<file path="src/rtl/cdc_pkg.sv">
// Shared definitions for the req/ack clock-domain-crossing handshake blocks.
package cdc_pkg;

    // Four-phase handshake states, common to the launch and receive sides.
    typedef enum logic [1:0] {
        HS_IDLE = 2'b00,
        HS_REQ  = 2'b01,
        HS_REL  = 2'b10
    } hs_state_e;

endpackage

</file>
<file path="src/rtl/cdc_sync.sv">
// Multi-flop synchroniser for bringing an asynchronous signal into clk.
// Each bit is synchronised independently, so multi-bit use is only safe
// for signals that change one bit at a time or are otherwise qualified.
module cdc_sync #(
    parameter int DW = 1,
    parameter int N  = 2
) (
    input  logic          clk,
    input  logic          rst_n,
    input  logic [DW-1:0] d,
    output logic [DW-1:0] q
);

    logic [N-1:0][DW-1:0] sync_q;

    // Shift the asynchronous input through N flops to resolve metastability.
    always_ff @(posedge clk or negedge rst_n) begin
        if (!rst_n) begin
            sync_q <= '0;
        end else begin
            sync_q <= {sync_q[N-2:0], d};
        end
    end

    assign q = sync_q[N-1];

endmodule

</file>
<file path="src/rtl/cdc_hs_tx.sv">
// Launch side of a 4-phase req/ack handshake carrying one DW-bit word into
// another clock domain. The word is captured on accept and held on tx_data
// until the next accept; tx_req and tx_data come straight from flops.
module cdc_hs_tx
    import cdc_pkg::*;
#(
    parameter int DW     = 8,
    parameter int SYNC_N = 2
) (
    input  logic          clk,
    input  logic          rst_n,
    input  logic          s_valid,
    output logic          s_ready,
    input  logic [DW-1:0] s_data,
    output logic          tx_req,
    output logic [DW-1:0] tx_data,
    input  logic          tx_ack,
    output logic          busy,
    output logic          done
);

    hs_state_e      state_q, state_d;
    logic           tx_req_q, tx_req_d;
    logic [DW-1:0]  tx_data_q, tx_data_d;
    logic           done_q, done_d;
    logic           ack_s;

    cdc_sync #(
        .DW (1),
        .N  (SYNC_N)
    ) u_ack_sync (
        .clk   (clk),
        .rst_n (rst_n),
        .d     (tx_ack),
        .q     (ack_s)
    );

    // A stale high ack (e.g. destination not reset with us) must be seen
    // low before a new request may be raised, otherwise the phases alias.
    assign s_ready = (state_q == HS_IDLE) && !ack_s;
    assign busy    = (state_q != HS_IDLE);
    assign tx_req  = tx_req_q;
    assign tx_data = tx_data_q;
    assign done    = done_q;

    // Next-state, request, data-capture and completion-pulse decisions.
    always_comb begin
        state_d   = state_q;
        tx_req_d  = tx_req_q;
        tx_data_d = tx_data_q;
        done_d    = 1'b0;
        case (state_q)
            HS_IDLE: begin
                if (s_valid && s_ready) begin
                    tx_data_d = s_data;
                    tx_req_d  = 1'b1;
                    state_d   = HS_REQ;
                end else begin
                    tx_req_d  = 1'b0;
                end
            end
            HS_REQ: begin
                // A falling ack here is a protocol violation and is ignored.
                if (ack_s) begin
                    tx_req_d = 1'b0;
                    state_d  = HS_REL;
                end else begin
                    tx_req_d = 1'b1;
                end
            end
            HS_REL: begin
                tx_req_d = 1'b0;
                if (!ack_s) begin
                    state_d = HS_IDLE;
                    done_d  = 1'b1;
                end else begin
                    state_d = HS_REL;
                end
            end
            default: begin
                state_d  = HS_IDLE;
                tx_req_d = 1'b0;
            end
        endcase
    end

    // Handshake state, launched word and done pulse registers.
    always_ff @(posedge clk or negedge rst_n) begin
        if (!rst_n) begin
            state_q   <= HS_IDLE;
            tx_req_q  <= 1'b0;
            tx_data_q <= '0;
            done_q    <= 1'b0;
        end else begin
            state_q   <= state_d;
            tx_req_q  <= tx_req_d;
            tx_data_q <= tx_data_d;
            done_q    <= done_d;
        end
    end

endmodule
</file>
<file path="config.mk">
export PLATFORM = sky130hd
export DESIGN_NAME = cdc_hs_tx
export DESIGN_NICKNAME = d
export VERILOG_FILES = /design/src/rtl/cdc_pkg.sv /design/src/rtl/cdc_sync.sv /design/src/rtl/cdc_hs_tx.sv
export SDC_FILE = /design/constraint.sdc
export NUM_CORES = 1
export LEC_CHECK = 0
export BUFFER_PORTS_ARGS = -buffer_cell sky130_fd_sc_hd__buf_2
export CAP_MARGIN = 40
export CORE_AREA = 2 2 39 41
export DETAILED_ROUTE_END_ITERATION = 16
export DIE_AREA = 0 0 41 43
export PLACE_DENSITY = 0.69
export SYNTH_ARGS = -nofsm -noshare
export SYNTH_HDL_FRONTEND = slang
export SYNTH_SLANG_ARGS = --single-unit
</file>
<file path="constraint.sdc">
create_clock -name clk -period 2 [get_ports clk]
set_clock_uncertainty 0.1 [all_clocks]
set_input_delay 0.1 -clock clk [delete_from_list [all_inputs] [get_ports clk]]
set_output_delay 0.1 -clock clk [all_outputs]
set_load 0.01 [all_outputs]
</file>
Word level (Yosys, flattened, before mapping)
Index checks and enable logic that the tools add are counted.

Bits in registers: 14. Output and inout port bits: 12. Input bits: 12. Word-level logic and storage cells: 25.

Equal/unequal tests: 4. Muxes and demuxes: 8. Reductions and logical operators: 7.

Operators with widths (count): $mux 2 (3); $pmux 2 s3 (1); $ne 2x1->1 const B (2); $reduce_and 2->1 (2); $mux 1 (3); $eq 2x1->1 const B (1); $eq 2x2->1 const B (1); $logic_and 1x1->1 (2); $logic_not 2->1 (1); $pmux 1 s2 (1); $reduce_bool 2->1 (1); $logic_not 1->1 (1).

Depth between registers and ports, before layout
Gate-level depths: netlist (run 1).

Depth after elaboration: 5. Mapped depth: 3. Gate-level depth less buffers: 2.

Modules after synthesis
A second synthesis (run 1) with hierarchy kept.

Cell total of the unflattened synthesis: 31. Area total of the unflattened synthesis: 510.5 µm².

By module, submodules not included: cdc_hs_tx (cells an instance 29, seq. area each 300.3 µm², area each 460.4 µm², instances 1); cdc_sync (cells an instance 2, seq. area each 50.0 µm², area each 50.0 µm², instances 1).

Worst setup path after synthesis (run 1)
No wires, ideal clock.

Path type: reg2reg. Start: register u_ack_sync.sync_q (netlist bit u_ack_sync.q). End: register tx_data_q[0] (netlist: tx_data[0]). Path slack: 0.495 ns. Path buffers: 0. Data required time: 1.775 ns. Clock period less this slack: 1.505 ns. Cell stages (with the launch flop): 3. Library setup time: 0.125 ns. Arrival: 1.280 ns. Path through: dfrtp_1 > nor4b_4 > mux2_2.

Cells in the longest elaborated chain, start to end: 4.

RTL lines: from (decl) (RTL line cdc_sync.sv:14) `logic [N-1:0][DW-1:0] sync_q;`; from (signal assigned) (RTL line cdc_sync.sv:21) `sync_q <= {sync_q[N-2:0], d};`; $logic_not 1->1; $logic_and 1x1->1 (RTL line cdc_hs_tx.sv:40) `assign s_ready = (state_q == HS_IDLE) && !ack_s;`; $logic_and 1x1->1 (RTL line cdc_hs_tx.sv:54) `if (s_valid && s_ready) begin`; $reduce_and 2->1 (no source line); to (signal assigned) (RTL line cdc_hs_tx.sv:97) `tx_data_q <= tx_data_d;`; to (decl) (RTL line cdc_hs_tx.sv:24) `logic [DW-1:0] tx_data_q, tx_data_d;`.

No other way between the ends. A chain may end at the register's enable or synchronous reset.

Worst setup path after layout (run 1)
Start: register u_ack_sync.sync_q (netlist bit u_ack_sync.q). End: register tx_data_q[3] (netlist: tx_data[3]).

The elaborated chain is that of the path after synthesis.

==> impl_metrics.yaml, run 1 <==
outcome:
  status: "complete, no violations"
critical_path:
  start_kind: "flop"
  worstPathMaxFanout: 8
  critPathKind: "reg -> reg"
  critical-path-slowest-cell: "nor4b_4"
  crit_arrival_ns: 1.70
  required_ns: 2.07
  crit_path_max_incr_delay_ns: 0.57
  end_kind: "flop"
  cp_cell_sequence: "nor4b_4 > mux2_2"
global_routing:
  grt_pass1_wl_um: 1390
  overflow: 0
  first_global_vias: 355
  grt_start_max_net_pins: 15
  antenna_found_initial: 0
  grt.total_usage_pct: 13.0
sta:
  max_freq_ghz: 0.616
  setup_viol: 0
  max_slew_margin_pct: 64.1
  rsz0062_at_grt: "no"
  tns_ns: 0
  hold_viol_final: 0
  period_needed_ns: 1.62
  slew_violations: 0
  worstMarginPinSlew_ns: 0.536
  fin_crit_sh_pct: 81.2
  hold_slack_ns: 0.0148
pwr:
  powerDensity_mw_per_mm2: 971
  p_leak_nw: 0.385
  ir_drop_mv: 0.536
layout:
  fin_nets: 81
  drive_gt1_share_pct: 55.9
  utilization_pct: 56.7
  fill_cells: 115
  insertedDiodeCount: 0
  synthToLayoutAreaGrowth_pct: 49.6
  final_area_sq_um: 785
floorplanning:
  die_h_um: 43
  start_util_pct: 37.9
  die_width_um: 41
  fp-row-count: 14
  core_sq_mm: 0.00138
  die_area_sq_mm: 0.00176
  ios: 24
routing:
  drt_pass1_iterations: 2
  wl_per_cell_um: 10.6
  vias: 362
  detail_route.drc_violations: 0
  viasPerCell: 4.31
  final_antenna_net_count: 0
  routed_wl_um: 890
  drt_iter0_markers: 2
synth:
  ys_seq_area_share_pct: 66.8
  synth_cells: 32
  ys_seq_elements: 14
  ys_types: 10
  synth_fp_nets: 44
  yosys_warnings: 0
  avgSynthCellArea_sq_um: 16.4
  syn-cell-area_sq_um: 524
place:
  portBuffers: 23
  postPlaceCellArea_sq_um: 648
  place.gp.congestion: 0.673
clock_tree:
  clockBufferDepth: 2
  clk_pin_slew_ns: 0.08
  cts_tree: "built"
  cts_resized: 0
  cts_max_level: 1
  clk_latency_ns: 0.28
  cts_root_buf: "clkbuf_4"
  cts.sinks: 14
  numCtsBuffers: 3
flow_run:
  cap_violations: 0
min_path:
  min_path_type: "in -> reg"
## power breakdown
part / switching [mW] / internal (mW)
clock network: 0.0911 / 0.111
registers: 0.0328 / 0.340
logic: 0.0787 / 0.108
total: 0.203 / 0.559
## critical path, delay by kind of cell, from the launching register on
kind	cells	cell delay, ns
flip-flops	1	0.45
multiplexers	1	0.40
AND/OR/NAND/NOR	1	0.57
## synthesized netlist by cell type
| master | count | area [sq um] |
|---|---|---|
| nor4b_4 | 1 | 23.8 |
| nor3b_1 | 1 | 7.51 |
| nor2_1 | 1 | 3.75 |
| buf_6 | 1 | 11.3 |
| mux2_2 | 8 | 90.1 |
| nor3_1 | 3 | 15.0 |
| and2_2 | 1 | 7.51 |
| xor2_1 | 1 | 8.76 |
| or2_2 | 1 | 6.26 |
| dfrtp_1 | 14 | 350 |
## per-stage QoR
stage                     worst slack, ns  std cells  total power [mW]
final                               0.376         84             0.761
after global routing                0.271         84             0.812
after CTS                           0.346         84             0.778
after detailed placement            0.359         70             0.555
after global placement              0.374         70             0.551
after floorplan                     0.495         32             0.480
## logic make-up (layout without fill, tap and decap cells)
family / Yosys count / count (layout) / share of synthesized area [%]
flip-flops: 14 / 14 / 66.8
AND/OR/NAND/NOR: 8 / 8 / 12.2
XOR/XNOR: 1 / 1 / 1.67
buffers and inverters: 1 / 37 / 2.15
multiplexers: 8 / 8 / 17.2
## registers in the layout (all words and copies together) (netlist names)
| register | cells |
|---|---|
| tx_data | 8 |
| tx_req | 1 |
| state_q | 2 |
| done | 1 |
| u_ack_sync.q | 1 |
| u_ack_sync.sync_q | 1 |
## metal layers
| metal | vias up | GRT usage (%) | routed length (um) |
|---|---|---|---|
| met5 | - | 0 | 0 |
| met1 | 156 | 12.8 | 399 |
| met4 | 0 | 8.00 | 19 |
| met2 | 21 | 18.8 | 385 |
| met3 | 2 | 9.42 | 86 |
| li1 | 183 | - | - |
## cell usage in the layout, fill, tap and decap left out
master / n
dfrtp_1: 14
dlygate4sd3_1: 10
nor4b_4: 1
or2_2: 1
clkbuf_4: 3
nor3_1: 3
buf_2: 23
mux2_2: 8
xor2_1: 1
nor2_1: 1
clkbuf_8: 1
nor3b_1: 1
and2_2: 1
## cell type report
cell class | instances | area (sq um) | area share (%)
flip-flops and latches | 14 | 350 | 44.7
repair buffers | 33 | 215 | 27.4
multi-input cells | 17 | 163 | 20.7
clock buffers | 4 | 36.3 | 4.63
well taps | 16 | 20.0 | 2.55
## final timing paths
| path | from | cells past startpoint | slack [ns] | to |
|---|---|---|---|---|
| hold reg to reg | u_ack_sync.sync_q[0] | 0 | 0.26 | u_ack_sync.q |
| max in group asynchronous | rst_n | 2 | 1.45 | tx_data[5] |
| setup / recovery | u_ack_sync.q | 2 | 0.38 | tx_data[3] |
| min in group asynchronous | rst_n | 2 | 0.12 | tx_data[2] |
| setup reg to reg | u_ack_sync.q | 2 | 0.38 | tx_data[3] |
| hold / removal | s_valid | 3 | 0.01 | tx_req |
## what timing repair did
item	4_1_cts	5_1_grt
endpoints found under the hold margin	23	0
buffers inserted	0	0
hold buffers	10	0
No activity file was read; power rests on OpenSTA's default activity.
==> inputs of run 2 (changes only) <==
--- a/config.mk
+++ b/config.mk
@@ -7,10 +7,9 @@
 export LEC_CHECK = 0
 export BUFFER_PORTS_ARGS = -buffer_cell sky130_fd_sc_hd__buf_2
 export CAP_MARGIN = 40
-export CORE_AREA = 2 2 39 41
+export CORE_UTILIZATION = 38
 export DETAILED_ROUTE_END_ITERATION = 16
-export DIE_AREA = 0 0 41 43
-export PLACE_DENSITY = 0.69
+export PLACE_DENSITY = 0.7
 export SYNTH_ARGS = -nofsm -noshare
 export SYNTH_HDL_FRONTEND = slang
 export SYNTH_SLANG_ARGS = --single-unit
==> constraint.sdc (replaced) <==
create_clock -name clk -period 1.38 [get_ports clk]
set_clock_uncertainty 0.1 [all_clocks]
set_input_delay 0.069 -clock clk [delete_from_list [all_inputs] [get_ports clk]]
set_output_delay 0.069 -clock clk [all_outputs]
set_load 0.01 [all_outputs]
==> run 2 against run 1 <==
  * The flow now finishes with violations (setup timing)
  * Register-to-register slack worse by 0.42 ns
  * First-iteration DRC count stayed put
  * Worst hold slack better by 0.054 ns
  * Final cell count is 4.8% higher
  * Clock-buffer cell count stayed put
  * Combinational power is 85% higher
  * Critical endpoint is now tx_data[6]
  * Largest power group unchanged
  * Highest routed layer is now met3
==> impl_metrics.yaml, run 2 (same netlist as run 1, synthesis figures left out) <==
outcome:
  status: "complete, but fails checks"
  violations: "setup timing"
sta:
  hold_slack_ns: 0.0692
  period_needed_ns: 1.42
  rsz0062_at_grt: "yes"
  hold_viol_final: 0
  max_freq_ghz: 0.702
  tns_ns: -0.270
  worstMarginPinSlew_ns: 0.309
  layout_setup_ws_ns: -0.0444
  fin_crit_sh_pct: 103
  setup_viol: 8
  slew_violations: 0
  max_slew_margin_pct: 79.4
clock_tree:
  cts.sinks: 14
  cts_max_level: 1
  cts_tree: "built"
  numCtsBuffers: 3
  clk_latency_ns: 0.27
  cts_root_buf: "clkbuf_4"
  clk_pin_slew_ns: 0.08
  clockBufferDepth: 2
pwr:
  pwr-share-comb_pct: 29.6
  powerDensity_mw_per_mm2: 1360
  p_leak_nw: 0.425
  pwr-share-seq_pct: 45.9
  swShare_pct: 26.8
  ir_drop_mv: 0.913
  clkPwrFrac_pct: 24.5
  p_int_mw: 0.855
  power_mw: 1.17
  switchingPower_mw: 0.314
global_routing:
  antenna_found_initial: 0
  grt_start_max_net_pins: 15
  first_global_vias: 436
  grt.total_usage_pct: 17.4
  overflow: 0
  grt_pass1_wl_um: 1700
critical_path:
  r2r-start: "u_ack_sync.q"
  rrSetupSlack_ns: -0.04
  ff2ff_path_depth: 3
  end_kind: "flop"
  reg2reg_to: "tx_data[6]"
  cp_cell_sequence: "nor4b_4 > buf_6 > mux2_2"
  crit_path_max_incr_delay_ns: 0.41
  crit_arrival_ns: 1.48
  worstPathMaxFanout: 8
  required_ns: 1.44
  start_kind: "flop"
  cp-startpoint: "u_ack_sync.q"
  critPathKind: "reg -> reg"
  critical-path-slowest-cell: "dfrtp_1"
place:
  place.gp.congestion: 0.628
  portBuffers: 23
  post-place-ws_ns: -0.0558
  placedCellCount: 73
  dp_hpwl_um: 757
routing:
  detail_route.drc_violations: 0
  wl_per_cell_um: 13.0
  vias: 404
  drt_iter0_markers: 2
  routed_wl_um: 1140
  viasPerCell: 4.59
  final_antenna_net_count: 0
  drt_pass1_iterations: 2
layout:
  insertedDiodeCount: 0
  synthToLayoutAreaGrowth_pct: 64.0
  mostFrequentLayoutCells: "22 x buf_2, 14 x dfrtp_1, 10 x dlygate4sd3_1"
  drive_gt1_share_pct: 60.3
  fin_nets: 86
  layout_commonest_cell: "buf_2"
  largest_reg_flops: 8
  finalNonFillerCells: 88
min_path:
  hold_end: "tx_req"
  min_path_type: "in -> reg"
  min_path_cells: 3
  hp-start: "s_valid"
floorplanning:
  ios: 24
  fp-row-count: 13
  die_width_um: 39.1
  start_util_pct: 40.8
  core_sq_mm: 0.00128
  die_area_sq_mm: 0.00153
  die_h_um: 39.1
flow_run:
  cap_violations: 0
[run 2: cell count changes in the layout (fill, tap and decap cells not counted)]
cell / change
buf_2: -1
buf_4: +2
buf_6: +4
mux2_2: -2
mux2_4: +2
nor3_1: -1
nor3_4: +1
or2_2: -1
or2_4: +1
[run 2: layer usage]
layer | wire length, um | global-route usage (%) | vias to the layer above
met5 | 0 | 0 | -
met4 | 0 | 5.17 | 0
met3 | 43 | 5.20 | 0
met2 | 643 | 35.0 | 14
met1 | 452 | 16.2 | 199
li1 | - | - | 191
[run 2: power groups by stage]
stage          clock network (mW)  registers [mW]  logic, mW
3_5_place_dp                    0           0.545      0.283
4_1_cts                     0.294           0.538      0.342
6_report                    0.286           0.537      0.346
3_3_place_gp                    0           0.540      0.272
2_1_floorplan                   0           0.580      0.115
5_1_grt                     0.308           0.547      0.376
[run 2: worst max-delay path by stage]
stage	to	slack, ns	cells after the start
after floorplan	tx_data[0]	-0.13	2
after global placement	tx_data[7]	-0.02	3
after detailed placement	tx_data[3]	-0.06	3
after CTS	tx_data[4]	-0.03	3
after global routing	tx_data[1]	-0.06	3
final	tx_data[6]	-0.04	3
[run 2: timing repair]
action                     4_1_cts  5_1_grt
pin swaps                        0        1
setup endpoints to repair       10       10
setup buffers                    1        0
resized for setup                8        1
hold endpoints to repair        23        0
hold buffers                    10        0
[run 2: per-stage QoR]
stage / cell area, sq um / utilization (%)
3_3_place_gp: 677 / 52.7
3_5_place_dp: 677 / 52.7
5_1_grt: 860 / 66.9
6_report: 860 / 66.9
4_1_cts: 853 / 66.4
2_1_floorplan: 524 / -
[run 2: critical path: cells and delay by family, from the launching register on]
family	cells	cell delay [ns]
flip-flops	1	0.41
multiplexers	1	0.33
AND/OR/NAND/NOR	1	0.29
buffers and inverters	1	0.18
[run 2: layout make-up]
type	count	area (sq um)
clock buffers	4	36.3
fillers	99	425
multi-input cells	17	184
flip-flops and latches	14	350
well taps	15	18.8
repair buffers	38	270
